==> src/rtl/id_ex_stage_reg.sv <==
// Decode-to-execute pipeline register: captures decoded controls and operands,
// supports hazard flush (bubble) and stall (hold), and counts injected bubbles.
module id_ex_stage_reg #(
    parameter int unsigned XLEN = 32,
    parameter int unsigned REGW = 5,
    parameter int unsigned CNTW = 16
) (
    input  logic            clk,
    input  logic            reset,
    input  logic            FlushE,
    input  logic            StallE,
    input  logic            ValidD,
    input  logic            RegWriteD,
    input  logic            MemWriteD,
    input  logic            JumpD,
    input  logic            BranchD,
    input  logic            ALUSrcD,
    input  logic [1:0]      ResultSrcD,
    input  logic [2:0]      ALUControlD,
    input  logic [XLEN-1:0] RD1D,
    input  logic [XLEN-1:0] RD2D,
    input  logic [XLEN-1:0] PCD,
    input  logic [XLEN-1:0] PCPlus4D,
    input  logic [XLEN-1:0] ImmExtD,
    input  logic [REGW-1:0] Rs1D,
    input  logic [REGW-1:0] Rs2D,
    input  logic [REGW-1:0] RdD,
    output logic            ValidE,
    output logic            RegWriteE,
    output logic            MemWriteE,
    output logic            JumpE,
    output logic            BranchE,
    output logic            ALUSrcE,
    output logic [1:0]      ResultSrcE,
    output logic [2:0]      ALUControlE,
    output logic [XLEN-1:0] RD1E,
    output logic [XLEN-1:0] RD2E,
    output logic [XLEN-1:0] PCE,
    output logic [XLEN-1:0] PCPlus4E,
    output logic [XLEN-1:0] ImmExtE,
    output logic [REGW-1:0] Rs1E,
    output logic [REGW-1:0] Rs2E,
    output logic [REGW-1:0] RdE,
    output logic [CNTW-1:0] BubbleCnt
);

    logic            valid_q,     valid_d;
    logic            reg_write_q, reg_write_d;
    logic            mem_write_q, mem_write_d;
    logic            jump_q,      jump_d;
    logic            branch_q,    branch_d;
    logic            alu_src_q,   alu_src_d;
    logic [1:0]      result_src_q, result_src_d;
    logic [2:0]      alu_ctrl_q,  alu_ctrl_d;
    logic [XLEN-1:0] rd1_q,       rd1_d;
    logic [XLEN-1:0] rd2_q,       rd2_d;
    logic [XLEN-1:0] pc_q,        pc_d;
    logic [XLEN-1:0] pc_plus4_q,  pc_plus4_d;
    logic [XLEN-1:0] imm_ext_q,   imm_ext_d;
    logic [REGW-1:0] rs1_q,       rs1_d;
    logic [REGW-1:0] rs2_q,       rs2_d;
    logic [REGW-1:0] rd_q,        rd_d;
    logic [CNTW-1:0] bubble_q,    bubble_d;

    always_comb begin
        valid_d      = valid_q;
        reg_write_d  = reg_write_q;
        mem_write_d  = mem_write_q;
        jump_d       = jump_q;
        branch_d     = branch_q;
        alu_src_d    = alu_src_q;
        result_src_d = result_src_q;
        alu_ctrl_d   = alu_ctrl_q;
        rd1_d        = rd1_q;
        rd2_d        = rd2_q;
        pc_d         = pc_q;
        pc_plus4_d   = pc_plus4_q;
        imm_ext_d    = imm_ext_q;
        rs1_d        = rs1_q;
        rs2_d        = rs2_q;
        rd_d         = rd_q;
        bubble_d     = bubble_q;

        if (FlushE) begin
            // Bubble clears indices too so a flushed slot never forwards.
            valid_d      = 1'b0;
            reg_write_d  = 1'b0;
            mem_write_d  = 1'b0;
            jump_d       = 1'b0;
            branch_d     = 1'b0;
            alu_src_d    = 1'b0;
            result_src_d = '0;
            alu_ctrl_d   = '0;
            rd1_d        = '0;
            rd2_d        = '0;
            pc_d         = '0;
            pc_plus4_d   = '0;
            imm_ext_d    = '0;
            rs1_d        = '0;
            rs2_d        = '0;
            rd_d         = '0;
            if (bubble_q != '1)
                bubble_d = bubble_q + 1'b1;
        end else if (!StallE) begin
            valid_d      = ValidD;
            reg_write_d  = RegWriteD & ValidD;
            mem_write_d  = MemWriteD & ValidD;
            jump_d       = JumpD & ValidD;
            branch_d     = BranchD & ValidD;
            alu_src_d    = ALUSrcD;
            result_src_d = ResultSrcD;
            alu_ctrl_d   = ALUControlD;
            rd1_d        = RD1D;
            rd2_d        = RD2D;
            pc_d         = PCD;
            pc_plus4_d   = PCPlus4D;
            imm_ext_d    = ImmExtD;
            rs1_d        = Rs1D;
            rs2_d        = Rs2D;
            rd_d         = RdD;
        end
    end

    always_ff @(posedge clk) begin
        if (!reset) begin
            valid_q      <= 1'b0;
            reg_write_q  <= 1'b0;
            mem_write_q  <= 1'b0;
            jump_q       <= 1'b0;
            branch_q     <= 1'b0;
            alu_src_q    <= 1'b0;
            result_src_q <= '0;
            alu_ctrl_q   <= '0;
            rd1_q        <= '0;
            rd2_q        <= '0;
            pc_q         <= '0;
            pc_plus4_q   <= '0;
            imm_ext_q    <= '0;
            rs1_q        <= '0;
            rs2_q        <= '0;
            rd_q         <= '0;
            bubble_q     <= '0;
        end else begin
            valid_q      <= valid_d;
            reg_write_q  <= reg_write_d;
            mem_write_q  <= mem_write_d;
            jump_q       <= jump_d;
            branch_q     <= branch_d;
            alu_src_q    <= alu_src_d;
            result_src_q <= result_src_d;
            alu_ctrl_q   <= alu_ctrl_d;
            rd1_q        <= rd1_d;
            rd2_q        <= rd2_d;
            pc_q         <= pc_d;
            pc_plus4_q   <= pc_plus4_d;
            imm_ext_q    <= imm_ext_d;
            rs1_q        <= rs1_d;
            rs2_q        <= rs2_d;
            rd_q         <= rd_d;
            bubble_q     <= bubble_d;
        end
    end

    assign ValidE      = valid_q;
    assign RegWriteE   = reg_write_q;
    assign MemWriteE   = mem_write_q;
    assign JumpE       = jump_q;
    assign BranchE     = branch_q;
    assign ALUSrcE     = alu_src_q;
    assign ResultSrcE  = result_src_q;
    assign ALUControlE = alu_ctrl_q;
    assign RD1E        = rd1_q;
    assign RD2E        = rd2_q;
    assign PCE         = pc_q;
    assign PCPlus4E    = pc_plus4_q;
    assign ImmExtE     = imm_ext_q;
    assign Rs1E        = rs1_q;
    assign Rs2E        = rs2_q;
    assign RdE         = rd_q;
    assign BubbleCnt   = bubble_q;

endmodule

==> config.mk <==
export PLATFORM = sky130hd
export DESIGN_NAME = id_ex_stage_reg
export DESIGN_NICKNAME = d
export VERILOG_FILES = /design/src/rtl/id_ex_stage_reg.sv
export SDC_FILE = /design/constraint.sdc
export NUM_CORES = 1
export LEC_CHECK = 0
export BUFFER_PORTS_ARGS = -buffer_cell sky130_fd_sc_hd__buf_2
export CORE_AREA = 10 10 143 145
export CTS_CLUSTER_SIZE = 30
export DETAILED_ROUTE_END_ITERATION = 8
export DIE_AREA = 0 0 153 155
export PLACE_DENSITY = 0.84
export SYNTH_ARGS = -nofsm -noshare
export SYNTH_HDL_FRONTEND = slang
export SYNTH_SLANG_ARGS = --single-unit
==> constraint.sdc <==
create_clock -name clk -period 3 [get_ports clk]
set_input_delay 0.3 -clock clk [delete_from_list [all_inputs] [get_ports clk]]
set_output_delay 0.3 -clock clk [all_outputs]
set_load 0.01 [all_outputs]
== Yosys cells after proc, flatten, opt, wreduce, memory -nomap -nowiden ==
Index checks and enable logic that the tools add are counted.
Operators by class
  $add $sub $neg: 1
  eq/ne operators: 1
  bitwise gates (word level): 5
  reductions and logical operators: 2
Operators with widths (number)
  16-bit by 1-bit adder with 16-bit output (second input constant): 1
  16-bit inequality test (second input constant): 1
  1-bit AND: 4
  2-bit AND reduction: 1
  2-bit OR reduction: 1
  1-bit NOT: 1
Storage, ports and cells
  flip-flop bits (word level): 202
  output and inout port bits: 202

== Longest topological paths before layout ==
Gate-level depths: netlist of run 1.
  depth after elaboration: 2
  gate-level depth with buffers: 5

== Worst setup path before layout of run 1 ==
Ideal clock, no wire load.
  path type: reg-to-reg
  from: register bubble_q[0], in the netlist BubbleCnt[0]
  to: register bubble_q[14], in the netlist BubbleCnt[14]
  data arrival time: 1.566 ns
  slack: 1.362 ns
  cell stages (with the launch flop): 6
  path buffers: 0
  period minus slack after synthesis: 1.638 ns
  cells stage by stage: dfxtp_1 -> ha_1 -> nand4_1 -> or2_1 -> nor4_2 -> mux2i_1
On the way
  longest elaborated chain between the ends: 2
  elaborated cells on any way between the ends: 3
  classes of those cells: add/sub: 1; eq/ne: 1; reduce/logical: 1
RTL lines
  start: declaration: RTL line 63  | logic [CNTW-1:0] bubble_q, bubble_d;
  start signal: assignment: RTL line 160  | bubble_q <= bubble_d;
  branches (longest 2 deep; another with 16-bit by 1-bit adder with 16-bit output)
Parallel ways; which one is timed is not known.
A chain may end at the register's enable or synchronous reset.

== Final worst setup path of run 1 ==
  from: register bubble_q[13], in the netlist BubbleCnt[13]
  to: register bubble_q[7], in the netlist BubbleCnt[7]
On the way
  longest elaborated chain between the ends: 2
RTL lines
  16-bit inequality test: RTL line 102  | if (bubble_q != '1)
  2-bit AND reduction (no source line)
No other way between the ends.

==> impl_metrics.tcl, run 1 <==
set metrics [dict create \
    synthFlopType "dfxtp_1" \
    p_int_mw 4.72 \
    num_vias 6324 \
    grt_pass1_vias 6689 \
    tightest_slew_ns 0.659 \
    drt_iter0_drc 214 \
    grt_max_degree 96 \
    antenna_left 0 \
    drt_pass1_iterations 4 \
    critPathLaunchType "register" \
    fin_nets 1268 \
    grt_first_pass_wirelength_mm 35.3 \
    clock_path_buffers 3 \
    ys_seq_elements 202 \
    synth-simple-area-share 0.136 \
    power_leakage_nw 5.35 \
    clock_latency_ns 0.49 \
    syn_area_per_cell_sq_um 10.5 \
    async_reset_ff_frac 0 \
    synth_top_cell_area_share 0.555 \
    die_area_sq_mm 0.0237 \
    end_kind "register" \
    synth_area_leaders "dfxtp_1 (55%), mux2i_1 (25%), nor2_1 (9.9%)" \
    clock-sinks 202 \
    holdWs_ns 0.0352 \
    synth-adder-area-share 0.00172 \
    wl_per_cell_microns 17.4 \
    r2r_slack_ns 1.16 \
    die_x_microns 153 \
    post-route-min-period_ns 1.84 \
    drc 0 \
    wirelength_mm 23.0 \
    antennaDiodeCount 0 \
    cts-root-buf "clkbuf_16" \
    synth_edf_count 0 \
    ff_latch_area_sq_mm 0.00404 \
    start_util 0.413 \
    dp_hpwl_mm 18.0 \
    required_ns 3.42 \
    cts_tree "built" \
    syn-instance-count 697 \
    syn_area_sq_mm 0.00729 \
    r2r_end "BubbleCnt[7]$_SDFFE_PN0P_" \
    io_pins 392 \
    design_area_sq_mm 0.0102 \
    multi_input_area_sq_mm 0.00305 \
    crit_type "register to register" \
    rsz0062_at_grt "no" \
    synth_common_cells "dfxtp_1 (202), nor2_1 (193), mux2i_1 (183), clkbuf_1 (21), buf_2 (19)" \
    p_per_area_mw_per_mm2 598 \
    instances_no_fill 1320 \
    clkTransAtPathRegs_ns 0.06 \
    die_height_microns 155 \
    yosysUniqueCellTypes 36 \
    synth-xor-area-share 0.00481 \
    seq_area_frac_synth 0.555 \
    gp_congestion 0.897 \
    maxCapViolations 0 \
    holdPathEnd "RD2E[0]$_SDFFE_PP0N_" \
    grt-ovfl-total 0 \
    port_buffers 391 \
    hp-start "RD2D[0]" \
    min_period_over_period 0.614 \
    run_status "finished, final reports clean" \
    hold_buffers 0 \
    worstPathMaxFanout 7 \
    rr_startpoint "BubbleCnt[13]$_SDFFE_PN0P_" \
    fin_util 0.578 \
    synth_top_area_cell "dfxtp_1" \
    synthMuxAreaShare 0.251 \
    fin_ws_ns 1.16 \
    drv_slew 0 \
    syn_nets 888 \
    p_switching_mw 1.38 \
    p_seq_frac 0.461 \
    setup_viol 0 \
    switching_share 0.227 \
    slew_headroom 0.561 \
    core-area_sq_mm 0.0177 \
    drive_gt1_frac 0.405 \
    antenna_found_initial 0 \
    htreeDepth 1 \
    worst_clock_skew_ns 0.00701 \
    finalPower_mw 6.10 \
    min_path_type "primary input to register" \
    clock.fmax_ghz 0.543 \
    r2r_cells 4 \
    numCtsBuffers 22 \
    dp.cells 1282 \
    p_comb_frac 0.094 \
    post_dp_cell_area_sq_mm 0.00946 \
    yosysWarningCount 0 \
    yosysMostFrequentCell "dfxtp_1" \
    worstPathArrival_ns 2.26 \
    rows 49 \
    hold_depth 3 \
    ir_worst_vdd_uv 582 \
    synthToLayoutAreaGrowth_pct 40.1 \
    hold_viol_final 0 \
    grt_usage 0.179 \
    postCtsSetupBuffers 0 \
    cts_resized 0 \
    vias_per_cell 4.79 \
    synth_top_family_by_area "multiplexers" \
    clockPowerShare 0.445 \
    nFillCells 1511 \
    pre_cts_slack_ns 1.22 \
    synth-compound-area-share 0.0244 \
    setup_tns_ns 0 \
]
-- metal layers --
metal / global-route usage / share of wire / up-vias
met2: 0.329 / 0.51 / 237
met1: 0.186 / 0.37 / 2919
met3: 0.0634 / 0.085 / 46
li1: - / - / 3122
met5: 0 / 0 / -
met4: 0.0572 / 0.028 / 0
-- power groups by stage --
stage / logic (mW) / clock network (mW) / registers (mW)
2_1_floorplan: 0.268 / 0 / 2.91
3_3_place_gp: 0.565 / 0 / 2.86
3_5_place_dp: 0.579 / 0 / 2.87
4_1_cts: 0.581 / 2.77 / 2.81
5_1_grt: 0.628 / 2.88 / 2.82
6_report: 0.573 / 2.72 / 2.81
-- critical path, cell delays in order, from the launching register on --
cell	delay, ns
dfxtp_1	0.46
nand4_1	0.30
nor4_2	0.65
o21ai_0	0.20
a21oi_1	0.15
-- kinds of logic after synthesis --
family	Yosys count
AO/OA/AOI/OAI	25
multiplexers	183
adder cells (fa/ha/maj)	1
AND/OR/NAND/NOR	236
XOR/XNOR	4
buffers and inverters	46
flip-flops	202
-- state kept, by name, summed over array words and instances (netlist names) --
signal / cells
PCPlus4E: 32
BranchE: 1
RD1E: 32
RD2E: 32
PCE: 32
ResultSrcE: 2
RegWriteE: 1
Rs1E: 5
ImmExtE: 32
RdE: 5
MemWriteE: 1
BubbleCnt: 16
Rs2E: 5
ALUControlE: 3
ALUSrcE: 1
JumpE: 1
ValidE: 1
-- worst max path at each step --
stage | slack [ns] | endpoint | cells after the start | start
6_report | 1.16 | BubbleCnt[7]$_SDFFE_PN0P_ | 4 | BubbleCnt[13]$_SDFFE_PN0P_
5_1_grt | 0.99 | BubbleCnt[7]$_SDFFE_PN0P_ | 5 | BubbleCnt[0]$_SDFFE_PN0P_
4_1_cts | 1.20 | BubbleCnt[7]$_SDFFE_PN0P_ | 5 | BubbleCnt[0]$_SDFFE_PN0P_
3_5_place_dp | 1.22 | BubbleCnt[7]$_SDFFE_PN0P_ | 5 | BubbleCnt[0]$_SDFFE_PN0P_
3_3_place_gp | 1.34 | PCE[26]$_SDFFE_PP0N_ | 4 | StallE
2_1_floorplan | 1.36 | BubbleCnt[14]$_SDFFE_PN0P_ | 5 | BubbleCnt[0]$_SDFFE_PN0P_
-- placed cells by master, fill, tap and decap left out, types with 2 or more instances in the layout --
cell and n:
dfxtp_1 202, or4_1 2, nor2_1 193, inv_1 2
buf_12 3, clkbuf_1 2, clkinv_2 3, nor4_2 2
mux2i_1 183, nand2b_1 2, a22oi_1 4, clkbuf_16 23
a21oi_1 7, buf_4 6, nand4_1 4, and4_1 4
o31ai_1 2, buf_2 390, nor3_1 4, nand3_1 8
o21ai_0 4, xnor2_1 3, clkbuf_8 8, nand2_1 8
or3_1 3
-- area by class of cell --
cell class              count  area share
repair buffers            400       0.203
flip-flops and latches    202       0.396
well taps                 229      0.0281
multi-input cells         449       0.299
clock buffers              33      0.0679
clock inverters             5     0.00515
inverters                   2    0.000735
Power figures use the tool's default switching activity.
==> run 2: changes to the inputs <==
clock period = 1.9 ns   (was 3 ns; I/O delays follow)
==> run 2 against run 1 <==
  * Via count rose by 20%
  * Critical path type unchanged
  * Largest power group unchanged
  * Register-to-register slack worse by 0.98 ns
  * Combinational power up 130%
  * Sequential power increased by 58%
  * Worst hold slack improved by 0.026 ns
  * Sequential share of layout area fell by 6.1 points
  * Critical endpoint is now BubbleCnt[0]$_SDFFE_PN0P_
  * Setup slack got worse by 0.98 ns
  * Sequential cell count stayed put
  * Count of clock-buffer cells in the layout down 1
  * Power up 62%
==> impl_metrics.tcl, run 2 (same netlist as run 1, synthesis figures left out) <==
set metrics [dict create \
    run_status "finished, final reports clean" \
    clock_latency_ns 0.49 \
    wl_per_cell_microns 20.3 \
    drv_slew 0 \
    grt_usage 0.239 \
    hold_viol_final 0 \
    setup_viol 0 \
    dp_hpwl_mm 18.0 \
    cts_tree "built" \
    die_x_microns 153 \
    clock.fmax_ghz 0.581 \
    p_comb_frac 0.132 \
    required_ns 2.26 \
    drive_gt1_frac 0.344 \
    critPathLaunchType "register" \
    p_switching_mw 2.36 \
    setup_tns_ns 0 \
    io_pins 392 \
    drt_pass1_iterations 6 \
    gp_congestion 0.856 \
    worst_clock_skew_ns 0.00685 \
    die_area_sq_mm 0.0237 \
    grt_first_pass_wirelength_mm 46.2 \
    min_path_type "primary input to register" \
    fin_nets 1455 \
    maxCapViolations 0 \
    clock_path_buffers 3 \
    numCtsBuffers 22 \
    end_kind "register" \
    drc 0 \
    slew_headroom 0.672 \
    final_cell_mix "buf_2 (390), dfxtp_1 (202), nor2_1 (193)" \
    clkTransAtPathRegs_ns 0.06 \
    grt_max_degree 95 \
    core-area_sq_mm 0.0177 \
    rows 49 \
    crit_path_top_delay_cell "o41ai_2" \
    antenna_found_initial 5 \
    ir_worst_vdd_uv 847 \
    worstPathMaxFanout 4 \
    grt_pass1_vias 8326 \
    post_dp_cell_area_sq_mm 0.00950 \
    synthToLayoutAreaGrowth_pct 65.6 \
    grt-ovfl-total 0 \
    die_height_microns 155 \
    power_leakage_nw 6.13 \
    worstPathArrival_ns 2.09 \
    num_vias 7586 \
    port_buffers 391 \
    wirelength_mm 30.7 \
    p_per_area_mw_per_mm2 817 \
    postCtsSetupBuffers 0 \
    clock-sinks 202 \
    vias_per_cell 5.01 \
    p_int_mw 7.50 \
    start_util 0.413 \
    cts-root-buf "clkbuf_16" \
    switching_share 0.240 \
    post-route-min-period_ns 1.72 \
    slowest_delay_ns 0.54 \
    antenna_left 0 \
    tightest_slew_ns 0.488 \
    crit_type "register to register" \
    min_period_over_period 0.906 \
    layout_commonest_cell "buf_2" \
    drt_iter0_drc 350 \
    cp_cell_sequence "ha_1, nand3_1, o41ai_2, xor2_1, nor2_1" \
    p_seq_frac 0.451 \
    design_area_sq_mm 0.0121 \
    htreeDepth 1 \
    rsz0062_at_grt "no" \
    clockPowerShare 0.417 \
]
[run 2: cell count changes in the layout (fill, tap and decap cells not counted), sizes merged]
| cell | previous run | this run |
|---|---|---|
| buf | 400 | 402 |
| clkbuf | 33 | 32 |
| clkinv | 3 | 5 |
| diode | 0 | 5 |
| dlygate4sd3 | 0 | 185 |
[run 2: path summary, 6_finish.rpt]
| kind | from | end | slack [ns] | cells after the start |
|---|---|---|---|---|
| setup / recovery | BubbleCnt[0]$_SDFFE_PN0P_ | BubbleCnt[0]$_SDFFE_PN0P_ | 0.18 | 5 |
| hold / removal | reset | BubbleCnt[12]$_SDFFE_PN0P_ | 0.06 | 2 |
| setup reg to reg | BubbleCnt[0]$_SDFFE_PN0P_ | BubbleCnt[0]$_SDFFE_PN0P_ | 0.18 | 5 |
| hold reg to reg | RD1E[26]$_SDFFE_PP0N_ | RD1E[26]$_SDFFE_PP0N_ | 0.49 | 2 |
[run 2: metal layers]
layer  part of all wire  wire length [microns]  vias up  track usage
met1               0.35                  10700     3595        0.235
met4              0.048                   1480        0        0.120
li1                   -                      -     3499            -
met5                  0                      0        -            0
met3              0.074                   2260      101       0.0687
met2               0.53                  16200      391        0.448
[run 2: layout make-up]
type / count / area [sq um]
well taps: 229 / 287
diodes: 5 / 12.5
flip-flops and latches: 202 / 4040
clock buffers: 32 / 629
multi-input cells: 449 / 3060
fillers: 1134 / 5590
inverters: 2 / 7.51
clock inverters: 7 / 62.6
repair buffers: 587 / 3960
[run 2: per-stage QoR]
step / hold slack [ns] / utilization / std cells / power [mW] / setup slack, ns
5_1_grt: 0.0548 / 0.684 / 1513 / 10.2 / 0.0341
3_5_place_dp: 0.427 / 0.538 / 1284 / 5.45 / 0.209
6_report: 0.0617 / 0.684 / 1513 / 9.86 / 0.178
4_1_cts: 0.0373 / 0.682 / 1508 / 9.85 / 0.199
3_3_place_gp: 0.418 / 0.538 / 1284 / 5.42 / 0.289
2_1_floorplan: 0.334 / - / 697 / 5.01 / 0.262
[run 2: power by group through the flow]
stage	Combinational [mW]	Sequential [mW]	Clock (mW)
3_5_place_dp	0.926	4.53	0
5_1_grt	1.38	4.46	4.35
6_report	1.30	4.45	4.12
4_1_cts	1.24	4.44	4.17
3_3_place_gp	0.905	4.52	0
2_1_floorplan	0.424	4.59	0
[run 2: repair_timing]
item / CTS / global route
hold endpoints to repair: 185 / 0
hold buffers: 185 / 0
gates resized for setup: 0 / 1
endpoints found under the setup margin: 0 / 1
[run 2: critical path: cells and delay by family (launching register included)]
| family | cells | cell delay, ns |
|---|---|---|
| flip-flops | 1 | 0.38 |
| XOR/XNOR | 1 | 0.19 |
| AO/OA/AOI/OAI | 1 | 0.54 |
| AND/OR/NAND/NOR | 2 | 0.25 |
| adder cells (fa/ha/maj) | 1 | 0.24 |
==> run 3: changes to the inputs <==
CTS_BUF_LIST = sky130_fd_sc_hd__clkbuf_4   (was default)
==> run 3 against run 2 <==
  * Largest cell class is now non-clock buffers
  * Routed wire length increased by 6.7%
  * Setup slack lost 0.033 ns
  * Fmax shrank 1.9%
==> impl_metrics.tcl, run 3 (same netlist as run 1, synthesis figures left out) <==
set metrics [dict create \
    run_status "finished, final reports clean" \
    die_x_microns 153 \
    maxCapViolations 0 \
    drv_slew 0 \
    grt_usage 0.261 \
    p_switching_mw 2.62 \
    drc 0 \
    antenna_left 0 \
    start_util 0.413 \
    p_comb_frac 0.136 \
    clock_path_buffers 3 \
    post_dp_cell_area_sq_mm 0.00950 \
    dp_hpwl_mm 18.0 \
    final_cell_mix "buf_2 (390), dlygate4sd3_1 (209), dfxtp_1 (202)" \
    r2r_slack_ns 0.15 \
    worstPathMaxFanout 7 \
    layout_commonest_cell "buf_2" \
    grt_first_pass_wirelength_mm 50.2 \
    crit_type "register to register" \
    end_kind "register" \
    htreeDepth 2 \
    io_pins 392 \
    clockPowerShare 0.421 \
    hold_depth 4 \
    drt_pass1_iterations 5 \
    required_ns 2.48 \
    crit_path_top_delay_cell "nor4_2" \
    rsz0062_at_grt "yes" \
    die_area_sq_mm 0.0237 \
    r2r_end "BubbleCnt[7]$_SDFFE_PN0P_" \
    antenna_found_initial 7 \
    p_per_area_mw_per_mm2 813 \
    synthToLayoutAreaGrowth_pct 69.7 \
    design_area_sq_mm 0.0124 \
    ir_worst_vdd_uv 724 \
    path_depth 4 \
    rr_startpoint "BubbleCnt[4]$_SDFFE_PN0P_" \
    grt_max_degree 95 \
    cpLargestDelayFamily "simple AND/OR/NAND/NOR gates" \
    worst_clock_skew_ns 0.0163 \
    slowest_delay_ns 0.58 \
    rows 49 \
    startpoint "BubbleCnt[4]$_SDFFE_PN0P_" \
    nFillCells 1144 \
    critPathLaunchType "register" \
    cts-root-buf "clkbuf_4" \
    clock-sinks 202 \
    pre_cts_slack_ns 0.209 \
    critPathBufInv 0 \
    drive_gt1_frac 0.370 \
    cp_cell_sequence "nand4_1, nor4_2, o21ai_0, a21oi_1" \
    clkTransAtPathRegs_ns 0.07 \
    min_path_type "primary input to register" \
    numCtsBuffers 55 \
    drt_iter0_drc 388 \
    clock_latency_ns 0.65 \
    port_buffers 391 \
    wirelength_mm 32.7 \
    switching_share 0.261 \
    post-route-min-period_ns 1.75 \
    p_seq_frac 0.443 \
    grt_pass1_vias 9314 \
    num_vias 8040 \
    grt-ovfl-total 0 \
    p_int_mw 7.43 \
    die_height_microns 155 \
    gp_congestion 0.856 \
    fin_nets 1512 \
    hold_viol_final 0 \
    wl_per_cell_microns 20.5 \
    cts_tree "built" \
    slew_headroom 0.630 \
    tightest_slew_ns 0.550 \
    cts_resized 0 \
    min_period_over_period 0.923 \
    clock.fmax_ghz 0.570 \
    power_leakage_nw 6.30 \
    vias_per_cell 5.03 \
    worstPathArrival_ns 2.33 \
    fin_ws_ns 0.146 \
    core-area_sq_mm 0.0177 \
    setup_viol 0 \
    endpoint "BubbleCnt[7]$_SDFFE_PN0P_" \
    r2r_cells 4 \
]
==> run 3: worst min-delay path: stages <==
cell,delay [ns]
buf_2,0.10
nor2b_1,0.18
a22oi_1,0.18
nor2_1,0.06
==> run 3: power by group through the flow <==
stage	registers (mW)	clock network (mW)	logic [mW]
floorplan	4.59	0	0.424
global placement	4.52	0	0.905
finish	4.45	4.23	1.36
global route	4.46	4.49	1.45
CTS	4.44	4.17	1.28
detailed placement	4.53	0	0.926
==> run 3: worst min path at each step <==
stage,start,to
floorplan,ALUControlD[0],ALUControlE[0]$_SDFFE_PP0N_
global placement,RD2D[26],RD2E[26]$_SDFFE_PP0N_
CTS,ValidD,RegWriteE$_SDFFE_PP0N_
finish,ValidD,MemWriteE$_SDFFE_PP0N_
detailed placement,RD1D[18],RD1E[18]$_SDFFE_PP0N_
global route,ValidD,JumpE$_SDFFE_PP0N_
==> run 3: final cells by class <==
cell class | instances | area (sq um) | share of cell area
clock buffers | 93 | 698 | 0.0565
diodes | 7 | 17.5 | 0.00142
clock inverters | 7 | 53.8 | 0.00435
flip-flops and latches | 202 | 4040 | 0.327
inverters | 2 | 7.51 | 0.000607
well taps | 229 | 287 | 0.0232
repair buffers | 611 | 4200 | 0.340
multi-input cells | 449 | 3050 | 0.247
==> run 3: repair_timing <==
item,CTS,global route
hold buffers,209,0
buffers inserted,0,0
endpoints found under the hold margin,194,0
setup endpoints to repair,0,1
==> run 3: per-layer routing <==
metal | routed length, microns | share of wire | GRT usage | vias to the layer above
met5 | 0 | 0 | 0 | -
met4 | 2130 | 0.065 | 0.184 | 0
met3 | 2570 | 0.078 | 0.0866 | 159
met2 | 16900 | 0.52 | 0.473 | 468
met1 | 11100 | 0.34 | 0.244 | 3758
li1 | - | - | - | 3655
==> run 3: through the flow <==
step                power [mW]  utilization  setup TNS (ns)  cells  hold WS (ns)
finish                    10.0        0.700               0   1600         0.105
global route              10.4        0.700         -0.0158   1600        0.0974
CTS                       9.89        0.699               0   1593        0.0464
detailed placement        5.45        0.538               0   1284         0.427
global placement          5.42        0.538               0   1284         0.418
floorplan                 5.01            -               0    697         0.334
